$ cat config.mk
export PLATFORM = sky130hd
export DESIGN_NAME = seg_scroll_ctrl
export DESIGN_NICKNAME = d
export VERILOG_FILES = /design/src/rtl/seg_pkg.sv /design/src/rtl/seg_char_decode.sv /design/src/rtl/seg_scroll_ctrl.sv
export SDC_FILE = /design/constraint.sdc
export NUM_CORES = 1
export LEC_CHECK = 0
export BUFFER_PORTS_ARGS = -buffer_cell sky130_fd_sc_hd__buf_2
export CAP_MARGIN = 20
export CORE_MARGIN = 4
export CORE_UTILIZATION = 60
export CTS_CLUSTER_SIZE = 10
export DETAILED_ROUTE_END_ITERATION = 12
export GPL_ROUTABILITY_DRIVEN = 0
export PLACE_DENSITY_LB_ADDON = 0.2
export SLEW_MARGIN = 10
export SYNTH_ARGS = -nofsm -noshare
export SYNTH_HDL_FRONTEND = slang
export SYNTH_SLANG_ARGS = --single-unit
export TNS_END_PERCENT = 100
$ cat constraint.sdc
create_clock -name Clock -period 9.5 [get_ports Clock]
set_input_delay 1.9 -clock Clock [delete_from_list [all_inputs] [get_ports Clock]]
set_output_delay 1.9 -clock Clock [all_outputs]
set_load 0.01 [all_outputs]
$ cat src/rtl/seg_pkg.sv
// Shared types and constants for the scrolling 7-segment message controller.
package seg_pkg;

  // Controller states: idle/loading, scrolling, and frozen mid-scroll
  typedef enum logic [1:0] {
    ST_IDLE   = 2'd0,
    ST_SCROLL = 2'd1,
    ST_HOLD   = 2'd2
  } state_t;

  // 2-bit character codes
  localparam logic [1:0] CH_D     = 2'b00;
  localparam logic [1:0] CH_E     = 2'b01;
  localparam logic [1:0] CH_1     = 2'b10;
  localparam logic [1:0] CH_BLANK = 2'b11;

  // Active-low segment patterns, index 0 = top ... index 6 = middle
  localparam logic [0:6] SEG_BLANK = 7'b1111111;
  localparam logic [0:6] SEG_D     = 7'b1000010;
  localparam logic [0:6] SEG_E     = 7'b0110000;
  localparam logic [0:6] SEG_1     = 7'b1001111;

  // Map a character code onto its active-low segment pattern
  function automatic logic [0:6] code_to_seg(input logic [1:0] code);
    logic [0:6] seg;
    case (code)
      CH_D:    seg = SEG_D;
      CH_E:    seg = SEG_E;
      CH_1:    seg = SEG_1;
      default: seg = SEG_BLANK;
    endcase
    return seg;
  endfunction

endpackage

$ cat src/rtl/seg_char_decode.sv
// Character decoder: 2-bit code to active-low [0:6] segment pattern.
module seg_char_decode
  import seg_pkg::*;
(
  input  logic [1:0] i_code,
  output logic [0:6] o_seg
);

  assign o_seg = code_to_seg(i_code);

endmodule

$ cat src/rtl/seg_scroll_ctrl.sv
// Scrolling-message controller: buffers a message of 2-bit character codes
// and rotates it (followed by one blank) across HEX5..HEX0.
module seg_scroll_ctrl
  import seg_pkg::*;
#(
  parameter int MSG_DEPTH = 8,
  parameter int DIV       = 50_000_000
) (
  input  logic       Clock,
  input  logic       Resetn,
  input  logic       load_valid,
  output logic       load_ready,
  input  logic [1:0] load_code,
  input  logic       load_last,
  input  logic       start,
  input  logic       stop,
  input  logic       pause,
  output logic       busy,
  output logic [0:6] HEX5,
  output logic [0:6] HEX4,
  output logic [0:6] HEX3,
  output logic [0:6] HEX2,
  output logic [0:6] HEX1,
  output logic [0:6] HEX0
);

  // Buffer index width, and stream pointer width (pointer reaches len, the trailing blank)
  localparam int IDX_W = (MSG_DEPTH > 1) ? $clog2(MSG_DEPTH) : 1;
  localparam int PTR_W = $clog2(MSG_DEPTH + 1);
  localparam int CNT_W = (DIV > 1) ? $clog2(DIV) : 1;

  state_t r_state;
  state_t w_state_next;

  logic [1:0]       r_buf [MSG_DEPTH];
  logic [IDX_W-1:0] r_wr_cnt;
  logic [PTR_W-1:0] r_len;
  logic             r_msg_ok;
  logic [PTR_W-1:0] r_ptr;
  logic [CNT_W-1:0] r_presc;
  logic [1:0]       r_win [6];

  logic             w_accept;
  logic [IDX_W-1:0] w_wr_idx;
  logic             w_wr_final;
  logic             w_go;
  logic [PTR_W-1:0] w_ptr_inc;
  logic [PTR_W-1:0] w_idx [6];
  logic [1:0]       w_win_code [6];
  logic [0:6]       w_seg [6];

  // ---------------------------------------------------------------------------
  // FSM
  // ---------------------------------------------------------------------------

  // State register
  always_ff @(posedge Clock or negedge Resetn) begin
    if (!Resetn) begin
      r_state <= ST_IDLE;
    end else begin
      r_state <= w_state_next;
    end
  end

  // Next state: stop dominates start and pause
  always_comb begin
    w_state_next = r_state;
    case (r_state)
      ST_IDLE: begin
        if (start && r_msg_ok && !stop) w_state_next = ST_SCROLL;
      end
      ST_SCROLL: begin
        if (stop)       w_state_next = ST_IDLE;
        else if (pause) w_state_next = ST_HOLD;
      end
      ST_HOLD: begin
        if (stop)        w_state_next = ST_IDLE;
        else if (!pause) w_state_next = ST_SCROLL;
      end
      default: w_state_next = ST_IDLE;
    endcase
  end

  // Status outputs decoded straight from the state register
  always_comb begin
    busy       = (r_state != ST_IDLE);
    load_ready = (r_state == ST_IDLE);
  end

  // ---------------------------------------------------------------------------
  // Message loading
  // ---------------------------------------------------------------------------

  assign w_accept   = load_valid && (r_state == ST_IDLE);
  // A beat arriving after a completed message restarts the buffer at index 0
  assign w_wr_idx   = r_msg_ok ? '0 : r_wr_cnt;
  assign w_wr_final = load_last || (w_wr_idx == IDX_W'(MSG_DEPTH - 1));

  // Write counter, message length and message-complete flag
  always_ff @(posedge Clock or negedge Resetn) begin
    if (!Resetn) begin
      r_wr_cnt <= '0;
      r_len    <= '0;
      r_msg_ok <= 1'b0;
    end else if (w_accept) begin
      if (w_wr_final) begin
        r_len    <= PTR_W'(w_wr_idx) + PTR_W'(1);
        r_msg_ok <= 1'b1;
        r_wr_cnt <= '0;
      end else begin
        r_msg_ok <= 1'b0;
        r_wr_cnt <= w_wr_idx + IDX_W'(1);
      end
    end
  end

  // Character buffer; contents are only meaningful while r_msg_ok is set
  always_ff @(posedge Clock) begin
    if (w_accept) begin
      r_buf[w_wr_idx] <= load_code;
    end
  end

  // ---------------------------------------------------------------------------
  // Prescaler and stream pointer
  // ---------------------------------------------------------------------------

  assign w_go      = (r_state == ST_IDLE) && (w_state_next == ST_SCROLL);
  // Stream length is len+1, so the pointer wraps after reaching len
  assign w_ptr_inc = (r_ptr == r_len) ? '0 : r_ptr + PTR_W'(1);

  // Prescaler counts only in SCROLL; both it and ptr freeze in HOLD
  always_ff @(posedge Clock or negedge Resetn) begin
    if (!Resetn) begin
      r_ptr   <= '0;
      r_presc <= '0;
    end else if (w_go) begin
      r_ptr   <= '0;
      r_presc <= '0;
    end else if (r_state == ST_SCROLL && !stop) begin
      if (r_presc == CNT_W'(DIV - 1)) begin
        r_presc <= '0;
        r_ptr   <= w_ptr_inc;
      end else begin
        r_presc <= r_presc + CNT_W'(1);
      end
    end
  end

  // ---------------------------------------------------------------------------
  // Display window
  // ---------------------------------------------------------------------------

  // Stream index per digit: HEX5 shows s[ptr], each digit to the right is one further on
  always_comb begin
    logic [PTR_W-1:0] v_idx;
    v_idx = r_ptr;
    for (int k = 5; k >= 0; k--) begin
      w_idx[k] = v_idx;
      v_idx    = (v_idx == r_len) ? '0 : v_idx + PTR_W'(1);
    end
  end

  genvar gi;
  generate
    for (gi = 0; gi < 6; gi++) begin : g_win
      // Index len is the trailing blank of the circular stream
      assign w_win_code[gi] = (w_idx[gi] >= r_len) ? CH_BLANK
                                                   : r_buf[w_idx[gi][IDX_W-1:0]];
      seg_char_decode u_dec (
        .i_code (r_win[gi]),
        .o_seg  (w_seg[gi])
      );
    end
  endgenerate

  // Register the window codes; blank whenever the controller is idle
  always_ff @(posedge Clock or negedge Resetn) begin
    if (!Resetn) begin
      for (int k = 0; k < 6; k++) r_win[k] <= CH_BLANK;
    end else begin
      for (int k = 0; k < 6; k++) begin
        r_win[k] <= (r_state == ST_IDLE) ? CH_BLANK : w_win_code[k];
      end
    end
  end

  assign HEX5 = w_seg[5];
  assign HEX4 = w_seg[4];
  assign HEX3 = w_seg[3];
  assign HEX2 = w_seg[2];
  assign HEX1 = w_seg[1];
  assign HEX0 = w_seg[0];

endmodule

==> results of run 1 <==
## final cells by class
type | instances | area (sq um)
multi-input combinational | 437 | 2990
fill | 676 | 2850
sequential | 68 | 1800
timing repair buffer | 56 | 294
tap | 105 | 131
clock buffer | 9 | 124
inverter | 24 | 90.1
clock inverter | 7 | 67.6
## logic make-up after synthesis
group / synth area share
muxes: 0.0580
buffers and inverters: 0.0862
adders and majority gates: 0.0611
AOI/OAI and AO/OA: 0.179
xor gates and xnor gates: 0.0401
and+or+nand+nor: 0.232
DFF: 0.343
## layout by cell type (no fill, tap or decap), types with 9 or more instances in the layout
cell type  count
edfxtp_1      16
o21ai_0       33
a21oi_1       17
dfstp_2       12
nand3_1       28
xor2_1        13
dfrtp_1       39
clkbuf_8       9
ha_1          24
or3_1         12
mux2i_1       12
nor3_1        15
nand2_1       63
buf_2         52
inv_1         22
nand2b_1      14
xnor2_1       11
nand4_1       10
nor2_1        45
## tightest hold or removal path, stage by stage, from the launching register on
cell	delay, ns
dfrtp_1	0.36
nand2_1	0.06
o31ai_1	0.06
## path summary, 6_finish.rpt
kind                       cells after the start  slack [ns]     endpoint
hold reg to reg                                2        0.51  r_wr_cnt[0]
hold / removal                                 2        0.51  r_wr_cnt[0]
setup reg to reg                              32        0.74    r_win[10]
min in group asynchronous                      2        1.66   r_presc[8]
max in group asynchronous                      2        7.34     r_ptr[0]
setup / recovery                              32        0.74    r_win[10]
## report_power, final
group	internal, uW	switching, uW
clock network	120	112
logic	677	1010
registers	342	58.1
total	1140	1180
## through the flow
stage          hold slack (ns)  setup WS [ns]  total power [uW]
2_1_floorplan            0.462           1.81              1820
3_3_place_gp             0.477           1.04              2010
3_5_place_dp             0.487          0.751              2050
4_1_cts                  0.507          0.690              2290
5_1_grt                  0.542         0.0565              2520
6_report                 0.515          0.736              2320
## metal layers
metal	wire (um)	vias to the layer above	part of all wire
met5	0	-	0
met4	422	0	0.032
li1	-	2134	-
met2	6070	266	0.46
met1	5470	2158	0.42
met3	1110	47	0.085
## registers in the layout, indices dropped and copies added (netlist names)
signal / cells
r_wr_cnt: 3
r_ptr: 4
r_buf: 16
r_presc: 26
r_win: 12
r_state: 2
r_len: 4
r_msg_ok: 1
==> flow_summary.yaml, run 1 <==
floorplan:
  die-height_um: 101
  dieArea_sq_mm: 0.0103
  ios: 53
  start_util: 0.628
  die_w_um: 101
  core_sq_mm: 0.00834
  rows: 33
timing:
  setup_viol: 0
  hold_viol: 0
  worstMarginPinSlew_ns: 0.916
  clock.fmax_mhz: 114
  slew_viol_final: 0
  relSlewSlack: 0.385
  finalCriticalPeriod_ns: 8.76
  fin_crit_sh: 0.923
  finClkSkew_ns: 0.0107
  setup_tns_ns: 0
  rsz0062_at_grt: "false"
global_routing:
  antenna_found_initial: 0
  grt_use_met2: 0.398
  met3_usage: 0.0282
  grt_pass1_wl_mm: 21.2
  top_usage_layer: "met2"
  grt_max_degree: 53
  grt-ovfl-total: 0
  grt.total_usage: 0.259
  grt.met1_usage: 0.362
  grt_pass1_vias: 4331
synthesis:
  synth_area_leaders: "dfrtp_1 19%, edfxtp_1 9.2%, dfstp_2 6.0%, ha_1 5.7%, nand2_1 4.5%"
  yosys.area.top_type_share: 0.191
  synth_edf_count: 16
  ys_async_sr_fraction: 0.765
  syn-num-nets: 619
  synth_area_sq_mm: 0.00524
  synthFlopType: "dfrtp_1"
  synthTopCellsByCount: "63 x nand2_1, 45 x nor2_1, 40 x dfrtp_1"
  synth_seq_cells: 68
  synth_cell_types: 79
  yosysMostFrequentCell: "nand2_1"
  avgSynthCellArea_sq_um: 8.94
  yosys.area.top_type: "dfrtp_1"
  ys_warn_count: 0
  syn_inst: 586
  ys_seq_area_frac: 0.343
routing:
  vias: 4605
  avgViaCountPerCell: 6.52
  drt_pre_antenna_iters: 6
  ant_nets: 0
  wl_mm: 13.1
  routedWlPerCell_um: 18.5
  drc_errors: 0
  drtIter0Drc: 473
final_layout:
  final_nets: 629
  final_cells: 706
  layout-drive-gt1-share: 0.198
  postLayoutCellArea_sq_mm: 0.00550
  antenna_cells: 0
  final_util: 0.659
  syn_to_final_growth_pct: 4.90
place:
  dp.cells: 689
  placed_area_sq_mm: 0.00529
  dp_hpwl_mm: 9.59
  port_buffers: 52
critical_path:
  crit_arrival_ns: 9.00
  required_ns: 9.74
  max_stage_delay_ns: 0.71
  crit_top_cell: "ha_1"
  cp-end-kind: "flip-flop"
  cp_top_family: "simple AND/OR/NAND/NOR gates"
  cp-start-kind: "flip-flop"
  cp_max_fo: 18
  r2r_start: "r_len[1]"
  crit_slowest_cell: "dfrtp_1"
  worstSetupStartpoint: "r_len[1]"
  worstSetupPathType: "reg -> reg"
  path_buf_inv: 4
cts:
  cts_setup_buffers: 0
  cts.repair.resized: 0
  cts_tree: "built"
  clkSinkCount: 68
  cts-root-buf: "clkbuf_8"
  cts_buffer_depth: 2
  ctsHoldBuffers: 0
  htreeDepth: 3
  worst_skew_pair.late_latency_ns: 0.34
  clkSlewWorstSetupHoldPaths_ns: 0.08
  numCtsBuffers: 9
power:
  p_per_area_mw_per_mm2: 422
  p_leak_uw: 0.00223
  ir_drop_v: 0.000227
outcome:
  status: "finished clean"
job:
  cap_viol_max_count: 0
worst_hold_path:
  hold_path.class: "reg -> reg"
  min_from: "r_wr_cnt[0]"
No activity file was read; power rests on OpenSTA's default activity.
==> inputs of run 2 (changes only) <==
--- a/config.mk
+++ b/config.mk
@@ -18,2 +18,3 @@
 export SYNTH_HDL_FRONTEND = slang
+export SYNTH_HIERARCHICAL = 1
 export SYNTH_SLANG_ARGS = --single-unit
--- a/constraint.sdc
+++ b/constraint.sdc
@@ -3,2 +3,2 @@
 set_output_delay 1.9 -clock Clock [all_outputs]
-set_load 0.01 [all_outputs]
+set_load 0.02 [all_outputs]
==> run 2 against run 1 <==
Effect of this change: final area down 1.2%; worst setup slack better by 0.40 ns; register-to-register slack better by 0.40 ns; non-clock buffer count unchanged; sequential share of layout area up 0.38 points; synthesized cell count down 2.7%; sequential cell count unchanged; critical path depth down 4; count of clock-buffer cells in the layout up 1; synthesized area down 1.6%; cell count down 2.4%; critical path type unchanged; critical endpoint unchanged; largest cell class unchanged; highest routed layer unchanged.
==> flow_summary.yaml, run 2 <==
outcome:
  status: "finished clean"
global_routing:
  grt-ovfl-total: 0
  grt_pass1_wl_mm: 20.4
  grt_max_degree: 53
  grt_pass1_vias: 4070
  antenna_found_initial: 0
  grt.total_usage: 0.253
floorplan:
  ios: 53
  dieArea_sq_mm: 0.0101
  rows: 33
  start_util: 0.621
  die-height_um: 101
  core_sq_mm: 0.00830
  die_w_um: 101
critical_path:
  max_stage_delay_ns: 0.81
  crit_slowest_cell: "dfrtp_1"
  worstSetupPathType: "reg -> reg"
  cp_top_family: "simple AND/OR/NAND/NOR gates"
  crit_cells: 28
  path_buf_inv: 4
  required_ns: 9.75
  cp_max_fo: 20
  crit_arrival_ns: 8.61
  ff2ff_path_depth: 28
  cp-end-kind: "flip-flop"
  cp-start-kind: "flip-flop"
  crit_top_cell: "ha_1"
synthesis:
  synthTopCellsByCount: "63 x nand2_1, 46 x nor2_1, 40 x dfrtp_1"
  yosys.area.top_type_share: 0.194
  syn_inst: 570
  ys_seq_area_frac: 0.348
  synth_edf_count: 16
  synth_cell_types: 75
  synth_seq_cells: 68
  synthFlopType: "dfrtp_1"
  yosys.area.top_type: "dfrtp_1"
  avgSynthCellArea_sq_um: 9.05
  ys_warn_count: 6
  yosysMostFrequentCell: "nand2_1"
  syn-num-nets: 603
  synth_area_leaders: "dfrtp_1 19%, edfxtp_1 9.3%, dfstp_2 6.1%, ha_1 5.8%, nand2_1 4.6%"
  synth_area_sq_mm: 0.00516
  ys_async_sr_fraction: 0.765
timing:
  fin_crit_sh: 0.880
  finalCriticalPeriod_ns: 8.36
  worstMarginPinSlew_ns: 0.966
  clock.fmax_mhz: 120
  hold_viol: 0
  finClkSkew_ns: 0.0195
  rsz0062_at_grt: "false"
  relSlewSlack: 0.351
  setup_tns_ns: 0
  slew_viol_final: 0
  setup_viol: 0
final_layout:
  layout-drive-gt1-share: 0.190
  largest_reg_flops: 26
  antenna_cells: 0
  top_register: "r_presc"
  fillers: 706
  final_nets: 612
  layout_common_cells: "63 x nand2_1, 52 x buf_2, 46 x nor2_1, 40 x dfrtp_1, 28 x o21ai_0"
  reg.largest.list: "r_presc (26), r_buf (16), r_win (12)"
  syn_to_final_growth_pct: 5.24
  final_common_cell: "nand2_1"
routing:
  vias: 4445
  drtIter0Drc: 455
  routedWlPerCell_um: 18.0
  drt_pre_antenna_iters: 7
  drc_errors: 0
  avgViaCountPerCell: 6.45
  wl_mm: 12.4
  ant_nets: 0
place:
  dp_hpwl_mm: 8.72
  port_buffers: 52
job:
  cap_viol_max_count: 0
cts:
  cts_setup_buffers: 0
  clkSinkCount: 68
  cts_buffer_depth: 2
  cts-root-buf: "clkbuf_8"
  worst_skew_pair.late_latency_ns: 0.35
  ctsHoldBuffers: 0
  cts.repair.resized: 0
  htreeDepth: 3
  numCtsBuffers: 9
  clkSlewWorstSetupHoldPaths_ns: 0.08
  cts_tree: "built"
worst_hold_path:
  hold_path.class: "reg -> reg"
  min_path_cells: 2
-- run 2: cell types whose count changed in the layout (fill, tap and decap cells not counted), moves of 3 or more --
cell      change
a21oi_1       +3
a311oi_1      -3
and2_1        -3
and3_1        +3
inv_1         -8
mux2_2        +3
mux2i_1       +6
nand3_1       -3
o21ai_0       -5
or2_2         -3
xor2_1        -6
-- run 2: routing by layer --
metal	global-route usage	routed length (um)	up-vias
met4	0.103	304	0
li1	-	-	2091
met3	0.0464	1250	31
met2	0.370	5310	233
met5	0	0	-
met1	0.370	5530	2090
-- run 2: per-stage QoR --
step,setup slack [ns],hold WS [ns],std cells,cell area [sq um],util
4_1_cts,1.27,0.513,689,5430,0.654
3_5_place_dp,1.26,0.496,673,5240,0.631
2_1_floorplan,3.04,0.462,570,5160,-
6_report,1.14,0.515,689,5430,0.654
3_3_place_gp,1.67,0.488,673,5240,0.631
5_1_grt,0.608,0.544,689,5430,0.654
-- run 2: cell type report --
| type | instances | area (sq um) | share of cell area |
|---|---|---|---|
| flip-flops and latches | 68 | 1800 | 0.331 |
| repair buffers | 56 | 290 | 0.0535 |
| multi-input cells | 427 | 2950 | 0.544 |
| inverters | 17 | 68.8 | 0.0127 |
| well taps | 105 | 131 | 0.0242 |
| clock buffers | 10 | 128 | 0.0235 |
| clock inverters | 6 | 62.6 | 0.0115 |
-- run 2: worst paths after layout --
| check | from | to | slack [ns] |
|---|---|---|---|
| worst max-delay path | r_len[1] | r_win[10] | 1.14 |
| worst min-delay path | r_presc[1] | r_presc[1] | 0.52 |
| worst max register to register | r_len[1] | r_win[10] | 1.14 |
| worst min register to register | r_presc[1] | r_presc[1] | 0.52 |
| max in group asynchronous | Resetn | r_wr_cnt[1] | 7.37 |
| min in group asynchronous | Resetn | r_presc[23] | 1.68 |
-- run 2: cells by family (layout without fill, tap and decap cells) --
family / after synthesis / in the layout / share of synthesized area
compound gates: 120 / 120 / 0.160
buf+inv: 75 / 89 / 0.0796
flops: 68 / 68 / 0.348
fa+ha+maj: 27 / 27 / 0.0640
xor+xnor: 22 / 22 / 0.0425
simple gates: 226 / 226 / 0.224
mux: 32 / 32 / 0.0822
-- run 2: worst register-to-register path: cells and delay by family (launching register included) --
family / cells / cell delay [ns]
AOI/OAI and AO/OA: 7 / 1.48
adders and majority gates: 6 / 2.19
buffers and inverters: 4 / 0.81
DFF: 1 / 0.81
muxes: 1 / 0.45
and+or+nand+nor: 10 / 2.53
Power of run 2 is left out: the tool's default activity adds up to more than one toggle a clock period on the data nets, which glitch-free logic cannot reach.
==> inputs of run 3 (changes only) <==
MAX_ROUTING_LAYER = met4   (was unset)
clock period = 9.6 ns   (was 9.5 ns; I/O delays follow)
==> run 3 against run 2 <==
Effect of this change: cell count stayed put; global-route usage is 0.97 points higher; utilization decreased by 0.17 points; register-to-register slack about the same; first-iteration DRC count rose by 2.0%; via count is 0.49% higher; sequential share of layout area rose by 0.084 points; critical endpoint unchanged; largest cell class unchanged; highest routed layer unchanged.
==> flow_summary.yaml, run 3 (same netlist as run 2, synthesis figures left out) <==
place:
  port_buffers: 52
  dp_hpwl_mm: 8.74
timing:
  relSlewSlack: 0.367
  slew_viol_final: 0
  finalCriticalPeriod_ns: 8.45
  setup_viol: 0
  worstMarginPinSlew_ns: 0.942
  setup_tns_ns: 0
  clock.fmax_mhz: 118
  finClkSkew_ns: 0.0174
  hold_viol: 0
  rsz0062_at_grt: "false"
  fin_crit_sh: 0.881
routing:
  vias: 4467
  wl_mm: 12.3
  drt_pre_antenna_iters: 6
  drc_errors: 0
  drtIter0Drc: 464
  avgViaCountPerCell: 6.48
  ant_nets: 0
  routedWlPerCell_um: 17.9
critical_path:
  worstSetupPathType: "reg -> reg"
  cp-start-kind: "flip-flop"
  required_ns: 9.84
  cp_top_family: "simple AND/OR/NAND/NOR gates"
  crit_arrival_ns: 8.70
  path_buf_inv: 4
  cp_max_fo: 20
  cp-end-kind: "flip-flop"
  max_stage_delay_ns: 0.81
  crit_top_cell: "ha_1"
  crit_slowest_cell: "dfrtp_1"
final_layout:
  final_common_cell: "nand2_1"
  antenna_cells: 0
  top_register: "r_presc"
  final_nets: 612
  layout-drive-gt1-share: 0.192
  final_util: 0.652
  reg.largest.list: "r_presc (26), r_buf (16), r_win (12)"
  largest_reg_flops: 26
  fillers: 703
  syn_to_final_growth_pct: 4.97
  layout_common_cells: "63 x nand2_1, 52 x buf_2, 46 x nor2_1, 40 x dfrtp_1, 28 x o21ai_0"
cts:
  cts-root-buf: "clkbuf_8"
  cts_tree: "built"
  worst_skew_pair.late_latency_ns: 0.34
  cts_buffer_depth: 2
  clkSlewWorstSetupHoldPaths_ns: 0.08
  numCtsBuffers: 9
  htreeDepth: 3
  clkSinkCount: 68
  ctsHoldBuffers: 0
  cts.repair.resized: 0
  cts_setup_buffers: 0
global_routing:
  grt_pass1_wl_mm: 20.5
  grt_max_degree: 53
  grt-ovfl-total: 0
  antenna_found_initial: 0
  grt.total_usage: 0.263
  grt_pass1_vias: 4081
worst_hold_path:
  hold_path.class: "reg -> reg"
floorplan:
  rows: 33
  die_w_um: 101
  dieArea_sq_mm: 0.0101
  core_sq_mm: 0.00830
  start_util: 0.621
  ios: 53
  die-height_um: 101
job:
  cap_viol_max_count: 0
outcome:
  status: "finished clean"
## run 3: worst paths after layout
kind	slack [ns]	start	endpoint	depth (start not counted)
worst max register to register	1.15	r_len[1]	r_win[10]	28
worst max-delay path	1.15	r_len[1]	r_win[10]	28
worst min register to register	0.51	r_presc[5]	r_presc[5]	1
max in group asynchronous	7.46	Resetn	r_len[1]	2
worst min-delay path	0.51	r_presc[5]	r_presc[5]	1
min in group asynchronous	1.71	Resetn	r_ptr[1]	2
## run 3: cell type report
class / count / area [sq um] / area share
Clock buffer: 10 / 138 / 0.0254
Clock inverter: 6 / 38.8 / 0.00716
Inverter: 17 / 68.8 / 0.0127
Multi-Input combinational cell: 427 / 2950 / 0.545
Sequential cell: 68 / 1800 / 0.332
Tap cell: 105 / 131 / 0.0243
Timing Repair Buffer: 56 / 290 / 0.0536
## run 3: layer usage
metal / routed length (um) / GRT usage
met1: 5450 / 0.383
met2: 5230 / 0.368
met3: 1270 / 0.0478
met4: 354 / 0.0891
met5: 0 / -
## run 3: through the flow
stage	setup WS [ns]	instance area, sq um	cells	hold slack, ns
3_3_place_gp	1.77	5240	673	0.488
5_1_grt	0.647	5410	689	0.549
2_1_floorplan	3.14	5160	570	0.462
3_5_place_dp	1.33	5240	673	0.496
4_1_cts	1.33	5410	689	0.507
6_report	1.15	5410	689	0.505
Power of run 3 is left out for the same reason.
